[config.mk]
export PLATFORM = sky130hd
export DESIGN_NAME = inv_mix_columns
export DESIGN_NICKNAME = d
export VERILOG_FILES = /design/src/rtl/aes_pkg.sv /design/src/rtl/inv_mix_single_column.sv /design/src/rtl/inv_mix_columns.sv
export SDC_FILE = /design/constraint.sdc
export NUM_CORES = 1
export LEC_CHECK = 0
export CORE_MARGIN = 2
export CORE_UTILIZATION = 45
export CTS_BUF_LIST = sky130_fd_sc_hd__clkbuf_8
export CTS_CLUSTER_DIAMETER = 30
export DETAILED_ROUTE_END_ITERATION = 12
export PLACE_DENSITY = 0.71
export SETUP_SLACK_MARGIN = 0.15
export SYNTH_ARGS = -nofsm -noshare
export SYNTH_HDL_FRONTEND = slang
export SYNTH_SLANG_ARGS = --single-unit
[constraint.sdc]
create_clock -name clk -period 5.8 [get_ports clk]
set_input_delay 1.16 -clock clk [delete_from_list [all_inputs] [get_ports clk]]
set_output_delay 1.16 -clock clk [all_outputs]
set_load 0.05 [all_outputs]
[src/rtl/aes_pkg.sv]
// Shared AES types and GF(2^8) arithmetic helpers.
// The multiplier is an unrolled xtime chain, so it reduces to XOR gates.
package aes_pkg;

    localparam logic [7:0] POLY = 8'h1B;

    typedef logic [7:0]   byte_t;
    typedef logic [31:0]  word_t;
    typedef logic [127:0] state_t;

    function automatic byte_t xtime(input byte_t a);
        xtime = a[7] ? ((a << 1) ^ POLY) : (a << 1);
    endfunction

    // Multiply by a small constant k (at most 4 bits wide).
    function automatic byte_t gf_mul(input byte_t a, input logic [3:0] k);
        byte_t x2;
        byte_t x4;
        byte_t x8;
        byte_t acc;
        x2  = xtime(a);
        x4  = xtime(x2);
        x8  = xtime(x4);
        acc = 8'h00;
        if (k[0]) acc = acc ^ a;
        if (k[1]) acc = acc ^ x2;
        if (k[2]) acc = acc ^ x4;
        if (k[3]) acc = acc ^ x8;
        gf_mul = acc;
    endfunction

endpackage

[src/rtl/inv_mix_single_column.sv]
// Combinational InvMixColumns for one 32-bit column.
// Byte 0 of the column sits in the MSBs.
module inv_mix_single_column
    import aes_pkg::*;
(
    input  logic [31:0] col_in,
    output logic [31:0] col_out
);

    byte_t a0;
    byte_t a1;
    byte_t a2;
    byte_t a3;
    byte_t b0;
    byte_t b1;
    byte_t b2;
    byte_t b3;

    assign a0 = col_in[31:24];
    assign a1 = col_in[23:16];
    assign a2 = col_in[15:8];
    assign a3 = col_in[7:0];

    // Circulant matrix rows {0e,0b,0d,09}, rotated right per output byte.
    assign b0 = gf_mul(a0, 4'hE) ^ gf_mul(a1, 4'hB)
              ^ gf_mul(a2, 4'hD) ^ gf_mul(a3, 4'h9);
    assign b1 = gf_mul(a0, 4'h9) ^ gf_mul(a1, 4'hE)
              ^ gf_mul(a2, 4'hB) ^ gf_mul(a3, 4'hD);
    assign b2 = gf_mul(a0, 4'hD) ^ gf_mul(a1, 4'h9)
              ^ gf_mul(a2, 4'hE) ^ gf_mul(a3, 4'hB);
    assign b3 = gf_mul(a0, 4'hB) ^ gf_mul(a1, 4'hD)
              ^ gf_mul(a2, 4'h9) ^ gf_mul(a3, 4'hE);

    assign col_out = {b0, b1, b2, b3};

endmodule

[src/rtl/inv_mix_columns.sv]
// AES InvMixColumns over a full 128-bit state, one state per cycle.
// Four parallel column units feed a single output register stage.
module inv_mix_columns
    import aes_pkg::*;
(
    input  logic         clk,
    input  logic         rst,
    input  logic         in_valid,
    input  logic [127:0] state_in,
    output logic         out_valid,
    output logic [127:0] state_out
);

    state_t mixed;

    // Column c occupies bits [127-32c -: 32].
    for (genvar c = 0; c < 4; c++) begin : g_col
        inv_mix_single_column u_col (
            .col_in  (state_in[127-32*c -: 32]),
            .col_out (mixed[127-32*c -: 32])
        );
    end

    always_ff @(posedge clk or posedge rst) begin
        if (rst) begin
            out_valid <= 1'b0;
            state_out <= '0;
        end else begin
            out_valid <= in_valid;
            if (in_valid) begin
                state_out <= mixed;
            end
        end
    end

endmodule

==> impl_results.md <==
* Die area at between 30000 and 40000 sq um
* Rows at 64
* Clk_lat worst skew at 480 ps
* Yosys cell types at 25
* CTS sink cnt at 129
* CP Capture Type: flip-flop
* Sequential share of the synthesized area at 23.4%
* CP Class: input pin to flip-flop
* TritonCTS clock tree: done
* Io pins at 260
* Routed length per instance at slightly above 20 um
* Static Leakage at 7.03 nW
* Fin. max-slew vios at 0
* # hold bufs at CTS at 0
* Clock Power Share at 9.5%
* FFs w/ async S/R, synth at 100%
* Wirelength, routed at roughly 35000 um
* Hold Path Depth at 2
* H-tree depth at 4
* P_sw at 3.87 mW
* Root Buffer: clkbuf_8
* Diode count at 0
* Maximum clock frequency at 296 MHz
* Largest cells by area after synthesis: xnor2_1, dfrtp_1, xnor3_1
* Vias per cell at 4.89
* Vias in the first global route at 9020
* Worst Reg-to-Reg Cells at 1
* Mean Syn Cell Area at approximately 12 sq um
* Gpl congestion at 0.918
* Area leader, netlist: xnor2_1
* Slowest cell delay on critical path at 840 ps
* Fill cells at approximately 2700
* Power Internal at 4.41 mW
* Worst path slowest cell: clkdlybuf4s50_1
* Yosys reg bits at about 130
* Combinational power share at between 70% and 80%
* Synth Flop Type: dfrtp_1
* # nets final at 1430
* Sequential Power Share at between 10% and 20%
* Detailed Place HPWL at 27300 um
* Peak supply drop at 0.000362 V
* Port Buffers at between 200 and 300
* Area Growth Syn to Fin at 22.2%
* Final worst-path cycle share at 58.2%
* Worst Skew at 0 ps
* Area after DPL at 16500 sq um
* Post-synth EDFFs at 0
* Pwr/cell area at 492 nW/um^2
* 1st-pass router iterations at 5
* WP data required at 6170 ps
* Setup_tns at 0 ps
* Min Hold Slack at 491 ps
* # setup viols final at 0
* Synth Instances at 1103
* Most frequent cells after synthesis: xnor2_1, dfrtp_1, xor2_1, mux2_2, xnor3_1
* Clk buf depth at 2
* Largest net degree at the start of global routing at 101
* Post-synth top area share at 29.7%
* GR Util All Layers at between 20% and 30%
* Hold Path End: state_out[76]
* CTS resizes at 0
* Min-Delay Path Class: flip-flop to flip-flop
* 1st-iter DRT viols at 379
* Hold wc startpoint: state_out[76]
* Yosys warnings at 0
* Vias at ~8400
* Max-cap violations at 0
* Startpoint types: input pin
* Clock slew at reported path FFs at 80 ps
* Total power at 8.29 mW
* Most frequent cell after synthesis: xnor2_1
* Crit path max fanout at 8
* Worst Path Arrival at roughly 3700 ps
* Final hold violation count at 0
* R2r endpoint: state_out[116]
* Worst-path cell chain: clkdlybuf4s50_1, xor3_1, xnor3_1, xor2_1, xor3_1, mux2_2
* Slew margin rel. at 35.9%
* Crit path top cell by count: xor3_1
* Die H at between 150 and 200 um
* DRC viols at 0
* Starting Density at ~45%
* Min Clock Period, post-route at 3370 ps
* Finished Cell Area at 16800 sq um
* Total grt overflow at 0
* Register-to-register setup slack at around 5000 ps
* Netlist Area Pre-Place at 13800 sq um
* Worst r2r src: state_out[116]
* Sw Ratio at 46.8%
* Cts bufs inserted at 17
* Tightest Pin Transition at ~960 ps
* Routed Antenna Nets at 0
* Status: finished, final reports clean
* Die width at 179 um
* Unrepaired setup endpoints after global routing: false
* First-pass GRT wire length at between 50000 and 60000 um
* Mapped Nets at 1234
* Post CTS Setup Buffer Count at 0
* Initial antenna violation count at 0
* Core area at 30300 sq um
* Share of cells above drive strength 1 at 14.3%
-- cell families after synthesis --
kind of cell / share of synthesized area, %
muxes: 9.83
xor gates and xnor gates: 63.0
buffers and inverters: 3.19
DFF: 23.4
AOI/OAI and AO/OA: 0.291
and+or+nand+nor: 0.218
-- power groups by stage --
stage          logic (mW)  clock network [mW]  registers, mW
2_1_floorplan        2.71                   0           3.22
3_3_place_gp         5.86                   0           1.64
3_5_place_dp         5.89                   0           1.65
4_1_cts              5.92               0.822           1.64
5_1_grt              6.19               0.853           1.69
6_report             5.87               0.789           1.62
-- metal layers --
layer  global-route usage [%]  vias up  part of all wire, %
met1                     30.5     4146                   46
met5                        0        -                    0
met3                     4.11       37                  5.1
met4                     5.93        0                  1.5
met2                     36.6      236                   47
li1                         -     3941                    -
-- state kept, by name, indices dropped and copies added (netlist names) --
| register | count |
|---|---|
| state_out | 128 |
| out_valid | 1 |
-- through the flow --
stage	utilization [%]	worst slack, ps	std cells
3_5_place_dp	54.2	1930	1676
5_1_grt	55.5	2340	1708
6_report	55.5	2430	1708
3_3_place_gp	54.2	1950	1676
2_1_floorplan	-	1200	1103
4_1_cts	55.5	2450	1708
-- cell type report --
class                   count  area, sq um  share of cell area (%)
clock inverters            13          114                   0.676
repair buffers            262         2610                    15.5
well taps                 396          495                    2.94
clock buffers              19          262                    1.55
inverters                   2         12.5                  0.0743
flip-flops and latches    129         3230                    19.2
multi-input cells         887        10100                    60.1
-- worst max-delay path by stage --
stage	start	end	slack [ps]	cells past startpoint
3_5_place_dp	state_in[53]	state_out[51]	1930	6
6_report	state_in[53]	state_out[51]	2430	6
3_3_place_gp	state_in[7]	state_out[20]	1950	6
2_1_floorplan	rst	out_valid	1200	1
5_1_grt	state_in[53]	state_out[51]	2340	6
4_1_cts	state_in[53]	state_out[51]	2450	6
-- critical path: cells and delay by family --
family | cells | cell delay [ps]
buf+inv | 1 | 840
mux | 1 | 260
xor+xnor | 4 | 1470
-- layout by cell type, fill, tap and decap left out --
master / instances
clkinvlp_4: 4
dfrtp_1: 129
xor3_1: 11
o21ai_0: 7
clkdlybuf4s50_1: 258
mux2_2: 119
xnor3_1: 118
buf_4: 4
xor3_2: 2
xor2_1: 123
inv_6: 2
xnor2_4: 2
nand2_1: 8
clkinv_4: 3
clkbuf_8: 19
inv_1: 2
mux2_4: 1
clkinv_2: 3
xnor2_2: 15
xnor2_1: 468
bufinv_16: 1
o21ai_1: 1
xnor3_4: 1
xnor3_2: 5
xor2_2: 6
(Power assumes the default switching activity.)
